$ cat src/rtl/mem_arbiter.sv
// Round-robin arbiter sharing one memory between the CPU core and the debug loader.
// Each transaction is accepted in IDLE, issued for one cycle, then (reads only) waits MEM_LAT and responds.
module mem_arbiter #(
    parameter int DATA_W  = 32,
    parameter int ADDR_W  = 32,
    parameter int MEM_LAT = 1
) (
    input  logic              clk,
    input  logic              rst,
    input  logic              cpu_req,
    input  logic              cpu_we,
    input  logic [ADDR_W-1:0] cpu_addr,
    input  logic [DATA_W-1:0] cpu_wdata,
    output logic              cpu_ready,
    output logic              cpu_rvalid,
    output logic [DATA_W-1:0] cpu_rdata,
    input  logic              dbg_req,
    input  logic              dbg_we,
    input  logic [ADDR_W-1:0] dbg_addr,
    input  logic [DATA_W-1:0] dbg_wdata,
    output logic              dbg_ready,
    output logic              dbg_rvalid,
    output logic [DATA_W-1:0] dbg_rdata,
    output logic              mem_en,
    output logic              mem_we,
    output logic [ADDR_W-1:0] mem_addr,
    output logic [DATA_W-1:0] mem_wdata,
    input  logic [DATA_W-1:0] mem_rdata,
    output logic              busy
);

    // Handshake: a request transfers on a cycle where req and ready are both high.
    // ready is only ever raised in IDLE, and the requester holds its fields until then.
    typedef enum logic [1:0] {IDLE, ISSUE, WAIT, RESP} state_t;

    localparam logic [2:0] LAT_LOAD = 3'(MEM_LAT);

    state_t     state;
    logic       last_dbg;
    logic       owner_dbg;
    logic [2:0] cnt;
    logic       gnt_cpu;
    logic       gnt_dbg;

    // On a tie the port that was not served last wins; last_dbg resets high so the CPU goes first.
    always_comb begin
        gnt_cpu = 1'b0;
        gnt_dbg = 1'b0;
        if (state == IDLE && !rst) begin
            if (cpu_req && (!dbg_req || last_dbg)) begin
                gnt_cpu = 1'b1;
            end else if (dbg_req) begin
                gnt_dbg = 1'b1;
            end
        end
    end

    assign cpu_ready = gnt_cpu;
    assign dbg_ready = gnt_dbg;
    assign busy      = (state != IDLE);

    // mem_addr/mem_wdata double as the holding registers and keep the last issued values.
    always_ff @(posedge clk or posedge rst) begin
        if (rst) begin
            state      <= IDLE;
            last_dbg   <= 1'b1;
            owner_dbg  <= 1'b0;
            cnt        <= 3'd0;
            mem_en     <= 1'b0;
            mem_we     <= 1'b0;
            mem_addr   <= '0;
            mem_wdata  <= '0;
            cpu_rvalid <= 1'b0;
            dbg_rvalid <= 1'b0;
            cpu_rdata  <= '0;
            dbg_rdata  <= '0;
        end else begin
            cpu_rvalid <= 1'b0;
            dbg_rvalid <= 1'b0;
            case (state)
                IDLE: begin
                    if (gnt_cpu || gnt_dbg) begin
                        owner_dbg <= gnt_dbg;
                        last_dbg  <= gnt_dbg;
                        mem_en    <= 1'b1;
                        mem_we    <= gnt_dbg ? dbg_we    : cpu_we;
                        mem_addr  <= gnt_dbg ? dbg_addr  : cpu_addr;
                        mem_wdata <= gnt_dbg ? dbg_wdata : cpu_wdata;
                        state     <= ISSUE;
                    end
                end
                ISSUE: begin
                    mem_en <= 1'b0;
                    mem_we <= 1'b0;
                    if (mem_we) begin
                        state <= IDLE;
                    end else begin
                        cnt   <= LAT_LOAD;
                        state <= WAIT;
                    end
                end
                WAIT: begin
                    cnt <= cnt - 3'd1;
                    if (cnt == 3'd1) begin
                        if (owner_dbg) begin
                            dbg_rdata  <= mem_rdata;
                            dbg_rvalid <= 1'b1;
                        end else begin
                            cpu_rdata  <= mem_rdata;
                            cpu_rvalid <= 1'b1;
                        end
                        state <= RESP;
                    end
                end
                RESP: begin
                    state <= IDLE;
                end
                default: begin
                    state <= IDLE;
                end
            endcase
        end
    end

endmodule

$ cat config.mk
export PLATFORM = sky130hd
export DESIGN_NAME = mem_arbiter
export DESIGN_NICKNAME = d
export VERILOG_FILES = /design/src/rtl/mem_arbiter.sv
export SDC_FILE = /design/constraint.sdc
export NUM_CORES = 1
export LEC_CHECK = 0
export BUFFER_PORTS_ARGS = -buffer_cell sky130_fd_sc_hd__clkbuf_2
export CAP_MARGIN = 20
export CORE_UTILIZATION = 47
export CTS_CLUSTER_DIAMETER = 100
export CTS_CLUSTER_SIZE = 24
export DETAILED_ROUTE_END_ITERATION = 12
export PLACE_DENSITY = 0.81
export SYNTH_ARGS = -nofsm -noshare
export SYNTH_HDL_FRONTEND = slang
export SYNTH_SLANG_ARGS = --single-unit
$ cat constraint.sdc
create_clock -name clk -period 6.52 [get_ports clk]
set_clock_uncertainty 0.2 [all_clocks]
set_input_delay 1.304 -clock clk [delete_from_list [all_inputs] [get_ports clk]]
set_output_delay 1.304 -clock clk [all_outputs]
set_load 0.005 [all_outputs]
## After elaboration in Yosys (flattened, before gate mapping)

Index checks and enable logic that the tools add are counted.

- Register bits: 139
- Input bits: 166
- Output and inout port bits: 135

- Add/sub/neg operators: 1
- Equal/unequal tests: 7
- Mux-type cells: 24
- Bitwise operators: 1
- Reduce and logical (&&, ||, !) cells: 16

Operator list:

| cell | number |
|---|---|
| 32-bit 2-to-1 mux | 2 |
| 1-bit 2-to-1 mux | 14 |
| 2-bit one-hot mux with 4 select lines | 1 |
| 2-bit AND reduction | 4 |
| 2-bit 2-to-1 mux | 3 |
| 3-bit one-hot mux with 2 select lines | 1 |
| 3-bit AND reduction | 2 |
| 2-bit nonzero test | 3 |
| 2-bit equality test, second input constant | 2 |
| 2-bit != test, second input constant | 2 |
| 1-bit one-hot mux with 2 select lines | 2 |
| 3-bit by 1-bit equality test with 1-bit output, second input constant | 1 |
| 3-bit 2-to-1 mux | 1 |
| 3-bit by 1-bit subtractor with 3-bit output, second input constant | 1 |
| 2-bit by 1-bit equality test with 1-bit output, second input constant | 1 |
| 1-bit logical AND | 2 |
| 1-bit zero test | 2 |
| 2-bit zero test | 1 |
| 1-bit logical OR | 2 |
| 2-bit by 1-bit != test with 1-bit output, second input constant | 1 |
| 1-bit NOT | 1 |

## Depth between registers and ports, before layout

Gate-level depths: netlist of run 1.

- Depth in word-level cells: 8
- Mapped depth: 7
- Gate-level depth less buffers: 5

## Worst setup path before layout of run 1

OpenSTA, ideal clock, no wires.

- Path type: input to output
- Start point: input port rst
- End point: output port dbg_ready
- Arrival: 2.086 ns
- Data required time: 5.016 ns
- Setup slack: 2.930 ns
- Stages on the path: 4
- Path buffers: 2
- Cells stage by stage: or3_4 buf_6 buf_2 nor2_1

- Longest elaborated chain between the ends: 3

Ends and longest elaborated chain:

| element | RTL line | source |
|---|---|---|
| from (decl) | 9 | `input logic rst,` |
| 1-bit zero test (no line) | - |  |
| 1-bit logical AND | 49 | `if (state == IDLE && !rst) begin` |
| 1-bit 2-to-1 mux | 49 |  |
| to (decl) | 21 | `output logic dbg_ready,` |

No other way between the ends.

## Worst setup path after layout of run 1

Ends and elaborated chain as after synthesis.

==> reports/summary.txt, run 1 <==
Status - completed
Worst Hold Depth - 1
Leak pwr - 4.05 nW
Rel. slew slack - 27.4%
Final setup violating endpoints - 0
Mapped Avg Cell Area - 11.2 µm²
Vias in the first global route - 5486
Core ar. - 12800 µm²
CP delay by family, top - simple AND/OR/NAND/NOR gates
Hold_sp - cpu_rdata[20]
Most frequent CP cell - clkbuf_2
# DRC - 0
Min-Delay Path Class - flop to flop
Largest net degree at the start of global routing - 102
Power, Total - 4.13 mW
R2r endpoint - mem_we
WHS Endpoint - cpu_rdata[20]
Synth top area share - 55.0%
DP HPWL - 12100 µm
R2r setup slk - 3.83 ns
WP depth - 4
Core Util, Final - 65.6%
Critical-path top delay cell - or3_4
Routed vias - 5632
MaxCap Viol Count - 0
Hold Slack - 0.304 ns
Placed cells - 982
Area Growth Syn to Fin - 33.9%
Asr flop ratio synth - 100%
Fin nets - 997
Crit path time final - 3.93 ns
Most common cell in the synthesized netlist - dfrtp_1
Clock latency on the worst-skew pair - 0.41 ns
Critical-path cell list - clkbuf_2 > or3_4 > nor2_1 > clkbuf_2
Antenna Nets Post-Route - 0
Worst-margin pin slew - 1.09 ns
Pins over their slew limit - 0
Crit Path Class - primary input to output port
Crit share post-route - 60.3%
DR iter-0 viols - 459
Syn_nets - 728
Die X - 118 µm
Global-route wire length before repair - 28400 µm
Most used flip-flop cell after synthesis - dfrtp_1
Rows - 41
Mapped Cells - 560
#FFs+latches synth - 139
IO Count - 301
Initial antenna violation count - 0
Top post-synthesis cells by count - dfrtp_1 (138), a21oi_1 (68), o21ai_0 (68)
DR WL/cell - 17.6 µm
Cell Count, Final, Fillers Out - 1013
Max Clock Freq - 255 MHz
Arrival @ worst endpoint - 2.42 ns
Layout cells sized above 1 - 49.5%
Remaining Overflow, GRT - 0
# H-tree levels - 4
Reg clk slew, reported paths - 0.06 ns
Port Buffers - 300
Cells resized by post-CTS repair - 0
Die ar. - 13800 µm²
Post-synth top area cell - dfrtp_1
Synth area leaders - dfrtp_1 (55%), mux2_4 (6.9%), a31oi_1 (6.4%), mux2_2 (6.3%), a21oi_1 (5.4%)
Max Root-Sink Buffers - 2
Drt total wl - 17800 µm
Startpoint class of the critical path - primary input
CTS tree - done
Inserted Clock Buffers - 17
Routed vias/inst - 5.56
EDFF count, synth - 0
Worst r2r path cells - 5
Worst setup EP type - output port
Yosys warning count - 0
CTS root buffer - clkbuf_16
RSZ-0062 raised after global routing - false
GPL Wtd Cong - 0.874
Pwr dens - 491 nW/µm²
Worst Path Required - 5.02 ns
Total track usage - 26.0%
Buf/Inv on CP - 2
N_diodes - 0
Critical Path Fanout Max - 68
Die H - 118 µm
Initial Utilization - 49.0%
Setup TNS - 0 ns
Post-CTS Setup Repair Bufs - 0
Max rail drop VDD - 217 µV
Pre-antenna DRT Iters - 7
CTS sink count - 139
Worst path max stage delay - 0.60 ns
Seq/Total Area, Yosys - 55.4%
Syn Std Cell Area - 6280 µm²
Count of different cell masters after synthesis - 34
Hold Buf Count CTS - 0
Final hold vios - 0
-- worst reg2reg max path, stage by stage, from the launching register on --
cell      delay, ns
dfrtp_1        0.53
nor3_4         0.23
buf_4          0.34
buf_4          0.79
nand3_1        0.17
a311oi_1       0.32
-- cell families (layout without fill, tap and decap cells) --
family | Yosys count | in the layout | synth area share (%)
AOI/OAI and AO/OA | 208 | 208 | 18.2
xor gates and xnor gates | 1 | 1 | 0.139
muxes | 64 | 64 | 13.2
adders and majority gates | 2 | 2 | 0.398
and+or+nand+nor | 81 | 81 | 7.17
DFF | 139 | 139 | 55.4
buffers and inverters | 65 | 346 | 5.44
-- stage by stage --
stage / instance area [µm²] / setup WS (ns)
final: 8410 / 2.59
after global routing: 8410 / 2.47
after CTS: 8410 / 2.58
after detailed placement: 7760 / 2.58
after global placement: 7760 / 2.58
after floorplan: 6280 / 1.29
-- report_power, final --
part	total (mW)	internal [mW]	switching (mW)
logic	1.50	0.761	0.742
clock network	1.06	0.690	0.372
registers	1.56	1.30	0.265
-- how the worst max path moves through the flow --
stage,start,endpoint
after floorplan,rst,async pin
after CTS,rst,dbg_ready
after detailed placement,rst,dbg_ready
after global routing,rst,dbg_ready
final,rst,dbg_ready
after global placement,rst,dbg_ready
-- layout by cell type, fill, tap and decap left out, types with 2 or more instances in the layout --
cell and n:
inv_6 4, o21ai_0 68, a311oi_1 2, nor2_1 3
nand3_1 65, clkbuf_16 17, buf_4 8, clkbuf_2 300
mux2_4 29, nand2_1 3, dfrtp_1 138, a31oi_1 64
inv_1 6, mux2_2 35, or2_2 3, bufinv_16 5
clkinvlp_4 3, ha_1 2, a21oi_1 68
-- metal layers --
metal,share of wire (%),routed length [µm],vias to the layer above,track usage [%]
met5,0,0,-,0
met4,2.5,446,0,10.4
met3,8.4,1500,39,7.32
met2,50,8920,295,43.6
met1,39,6920,2686,31.5
li1,-,-,2612,-
-- sequential cells by signal, indices dropped and copies added (netlist names), named ones only --
register / count
cnt: 3
cpu_rdata: 32
cpu_rvalid: 1
dbg_rdata: 32
dbg_rvalid: 1
last_dbg: 1
mem_addr: 32
mem_en: 1
mem_wdata: 32
mem_we: 1
owner_dbg: 1
state: 1
-- final cells by class --
type / instances / area, µm²
Fill cell: 1024 / 4410
Sequential cell: 139 / 3480
Multi-Input combinational cell: 356 / 2470
Timing Repair Buffer: 308 / 1560
Clock buffer: 18 / 439
Tap cell: 172 / 215
Clock inverter: 13 / 213
Inverter: 7 / 31.3
Power figures use the tool's default switching activity.
==> run 2, diff against run 1 <==
Clock period 6.52 ns to 4.08 ns, I/O delays scaled along.
==> run 2 against run 1 <==
Net effect:
- global-route usage rose by 0.38 points
- worst hold slack improved by 0.0011 ns
- core utilization rose by 0.60 points
- critical endpoint unchanged
- cell count rose by 0.30%
- non-clock buffer count rose by 2
- total power rose by 62%
- count of clock-buffer cells in the layout rose by 3
- register-to-register slack got worse by 2.0 ns
- via count fell by 0.43%
==> reports/summary.txt, run 2 (synthesized netlist as in run 1, its figures left out) <==
Status - completed
Antenna Nets Post-Route - 0
Pre-antenna DRT Iters - 5
Clock latency on the worst-skew pair - 0.41 ns
Reg clk slew, reported paths - 0.05 ns
Worst Path Required - 3.06 ns
Final hold vios - 0
Setup TNS - 0 ns
Min-Delay Path Class - flop to flop
Routed vias/inst - 5.52
Critical Path Fanout Max - 68
Die X - 118 µm
# H-tree levels - 4
Cells resized by post-CTS repair - 0
Core ar. - 12800 µm²
Max Root-Sink Buffers - 2
Drt total wl - 18100 µm
Hold Slack - 0.305 ns
Die ar. - 13800 µm²
GPL Wtd Cong - 0.813
Crit Path Class - flop to output port
Pins over their slew limit - 0
Arrival @ worst endpoint - 2.01 ns
Crit path time final - 3.03 ns
Vias in the first global route - 5503
DR iter-0 viols - 397
Core Util, Final - 66.2%
RSZ-0062 raised after global routing - false
Most frequent cells in the layout - clkbuf_2 (300), dfrtp_1 (138), o21ai_0 (68), a21oi_1 (68), nand3_1 (65)
Max Clock Freq - 331 MHz
DP HPWL - 12100 µm
Met3 usage - 7.95%
Area Growth Syn to Fin - 35.2%
Startpoint class of the critical path - flop
Final Cell Area - 8490 µm²
Largest net degree at the start of global routing - 132
# DRC - 0
Remaining Overflow, GRT - 0
Fin nets - 999
Hold Buf Count CTS - 0
Port Buffers - 300
Routed vias - 5608
Grt peak-use layer - met2
Initial Utilization - 49.0%
Layout cells sized above 1 - 49.3%
Most common cell after layout, fill and taps aside - clkbuf_2
Global Route met2 Usage - 43.8%
Met1 Use GR - 30.8%
MaxCap Viol Count - 0
CTS sink count - 139
Pwr dens - 786 nW/µm²
DP Area - 7800 µm²
Global-route wire length before repair - 28500 µm
Multi-input gate area - 2470 µm²
Post-CTS Setup Repair Bufs - 0
Leak pwr - 4.09 nW
Die H - 118 µm
Worst setup EP type - output port
N_diodes - 0
CTS tree - done
Power, Total - 6.67 mW
Crit share post-route - 74.2%
Final setup violating endpoints - 0
Rows - 41
Max rail drop VDD - 293 µV
Sequential cell area - 3480 µm²
DR WL/cell - 17.8 µm
Initial antenna violation count - 0
Rel. slew slack - 42.1%
IO Count - 301
Inserted Clock Buffers - 17
Worst-margin pin slew - 0.867 ns
Filler Cells Inserted - 1000
CTS root buffer - clkbuf_16
Total track usage - 26.4%
run 2: cell count changes in the layout (fill, tap and decap cells not counted):
cell / change
buf_12: +4
clkbuf_1: +3
inv_6: -3
buf_4: -2
bufinv_16: +1
clkinv_2: +1
clkinvlp_4: -1
run 2: area by class of cell:
type	count	share of cell area, %
Clock inverter	11	2.53
Multi-Input combinational cell	356	29.1
Tap cell	172	2.53
Inverter	7	0.354
Sequential cell	139	41.0
Clock buffer	21	5.31
Timing Repair Buffer	310	19.2
run 2: worst paths after layout:
path,from,end,slack [ns],depth (start not counted)
max,flop,dbg_ready,1.05,3
min,cpu_rdata[16],cpu_rdata[16],0.30,1
max reg2reg,flop,mem_addr[22],1.81,4
min reg2reg,cpu_rdata[16],cpu_rdata[16],0.30,1
max in group asynchronous,rst,last_dbg,2.51,3
min in group asynchronous,rst,mem_en,0.41,2
run 2: per-stage QoR:
stage                     instances  worst slack, ns
final                          1016             1.05
after global routing           1016            0.964
after CTS                      1015             1.02
after detailed placement        983             1.13
after global placement          983             1.14
after floorplan                 560             1.33
run 2: layer usage:
metal / up-vias / routed length, µm
met1: 2677 / 7000
met5: - / 0
met2: 280 / 9000
met4: 0 / 690
met3: 51 / 1430
li1: 2600 / -
run 2: power breakdown:
part / internal (mW) / total (mW) / switching, mW / leakage, nW
clock network: 1.16 / 1.73 / 0.570 / 0.322
logic: 1.23 / 2.44 / 1.21 / 2.17
registers: 2.07 / 2.50 / 0.425 / 1.60
total: 4.47 / 6.67 / 2.21 / 4.09
run 2: critical path, stage by stage (launching register included):
cell and delay [ns]:
dfrtp_1 0.53, or3_4 0.70, nor2_1 0.23, clkbuf_2 0.14
==> run 3, diff against run 2 <==
Clock period 4.08 ns to 3.1 ns, I/O delays scaled along.
==> run 3 against run 2 <==
Net effect:
- via count up 2.5%
- sequential power up 32%
- worst setup slack got worse by 0.93 ns
- count of clock-buffer cells in the layout increased by 4
- final area down 0.90%
- cell count is 0.30% higher
- core utilization fell by 0.60 points
- worst hold slack got worse by 0.051 ns
- clock power rose by 14%
- die area unchanged
- sequential share of layout area increased by 0.37 points
==> reports/summary.txt, run 3 (synthesized netlist as in run 1, its figures left out) <==
CTS sink count - 139
Pins over their slew limit - 0
Rows - 41
Crit share post-route - 96.0%
Status - completed
Largest net degree at the start of global routing - 132
Routed vias/inst - 5.64
CTS tree - done
WP depth - 5
Setup TNS - 0 ns
Rel. slew slack - 59.7%
Max Root-Sink Buffers - 2
Final hold vios - 0
Clock latency on the worst-skew pair - 0.41 ns
Total track usage - 27.0%
Crit Path Class - primary input to output port
Final setup violating endpoints - 0
Max rail drop VDD - 609 µV
Worst Path Required - 2.28 ns
Routed vias - 5750
Worst r2r path cells - 4
Buf/Inv on CP - 3
Max Clock Freq - 336 MHz
Antenna Nets Post-Route - 0
Inserted Clock Buffers - 17
Cells resized by post-CTS repair - 0
Most frequent cells in the layout - clkbuf_2 (300), dfrtp_1 (138), o21ai_0 (68), a21oi_1 (68), nand3_1 (65)
Crit path time final - 2.98 ns
DP Worst Slack - 0.653 ns
Initial Utilization - 49.0%
Most frequent CP cell - clkbuf_2
Arrival @ worst endpoint - 2.16 ns
CP delay by family, top - buffers and inverters
IO Count - 301
Worst Slack Setup Final - 0.125 ns
Drt total wl - 18400 µm
DP HPWL - 12400 µm
Met1 Use GR - 32.3%
Global Route met2 Usage - 45.5%
Leak pwr - 4.06 nW
Met3 usage - 8.09%
Grt peak-use layer - met2
# H-tree levels - 4
Core ar. - 12800 µm²
Fin nets - 1002
Min-Delay Path Class - primary input to flop
Worst Hold Depth - 3
Hold Buf Count CTS - 1
GPL Wtd Cong - 0.779
DR WL/cell - 18.1 µm
Reg clk slew, reported paths - 0.06 ns
Initial antenna violation count - 0
Die X - 118 µm
MaxCap Viol Count - 0
Die ar. - 13800 µm²
Worst-margin pin slew - 0.605 ns
DR iter-0 viols - 399
N_diodes - 0
Port Buffers - 300
Global-route wire length before repair - 29400 µm
Layout cells sized above 1 - 49.1%
Critical-path cell list - dlygate4sd3_1 > clkbuf_2 > or3_4 > nor2_1 > clkbuf_2
Area Growth Syn to Fin - 33.9%
Pwr dens - 1010 nW/µm²
# DRC - 0
Startpoint class of the critical path - primary input
Die H - 118 µm
Pre-antenna DRT Iters - 7
Vias in the first global route - 5743
Critical Path Fanout Max - 34
Critical-path top delay cell - dlygate4sd3_1
Worst path max stage delay - 0.55 ns
Remaining Overflow, GRT - 0
RSZ-0062 raised after global routing - false
CTS root buffer - clkbuf_16
Worst setup EP type - output port
Most common cell after layout, fill and taps aside - clkbuf_2
Post-CTS Setup Repair Bufs - 0
## run 3: cell types whose count changed in the layout (fill, tap and decap cells not counted)
cell / before / now
buf_12: 4 / 3
buf_4: 6 / 9
bufinv_16: 6 / 2
clkbuf_1: 3 / 5
clkbuf_8: 1 / 3
clkinv_2: 2 / 3
dlygate4sd3_1: 0 / 1
inv_6: 1 / 0
## run 3: area by class of cell
class                   instances  area [µm²]
clock buffers                  25         485
clock inverters                 7        91.3
fillers                      1029        4410
inverters                       7        30.0
multi-input cells             356        2470
flip-flops and latches        139        3480
well taps                     172         215
repair buffers                313        1640
## run 3: final timing paths
| kind | from | endpoint | slack (ns) |
|---|---|---|---|
| min in group asynchronous | rst | mem_addr[23] | 0.58 |
| min | dbg_wdata[22] | mem_wdata[22] | 0.25 |
| min reg2reg | cpu_rdata[0] | cpu_rdata[0] | 0.31 |
| max in group asynchronous | rst | mem_wdata[20] | 1.32 |
| max | rst | dbg_ready | 0.12 |
| max reg2reg | flop | mem_wdata[27] | 0.88 |
## run 3: worst min-delay path, delay by kind of cell
family | cells | cell delay, ns
buffers and inverters | 1 | 0.08
and+or+nand+nor | 1 | 0.05
AOI/OAI and AO/OA | 1 | 0.07
## run 3: metrics by stage
step	cells	instance area (µm²)	utilization [%]	power, mW	hold WS (ns)
2_1_floorplan	560	6280	-	5.09	0.287
3_3_place_gp	986	7830	61.0	6.41	0.288
3_5_place_dp	986	7830	61.0	6.54	0.292
4_1_cts	1019	8410	65.6	8.55	0.236
5_1_grt	1019	8410	65.6	9.00	0.239
6_report	1019	8410	65.6	8.48	0.254
## run 3: metal layers
| layer | part of all wire (%) | routed length [µm] |
|---|---|---|
| met1 | 38 | 7080 |
| met5 | 0 | 0 |
| met2 | 51 | 9300 |
| met4 | 2.5 | 462 |
| met3 | 8.4 | 1550 |
## run 3: power by group
group / switching [mW] / total (mW) / internal (mW) / leakage (nW)
logic: 1.59 / 3.21 / 1.63 / 2.17
registers: 0.572 / 3.30 / 2.73 / 1.60
clock network: 0.720 / 1.97 / 1.25 / 0.281
total: 2.88 / 8.48 / 5.60 / 4.06
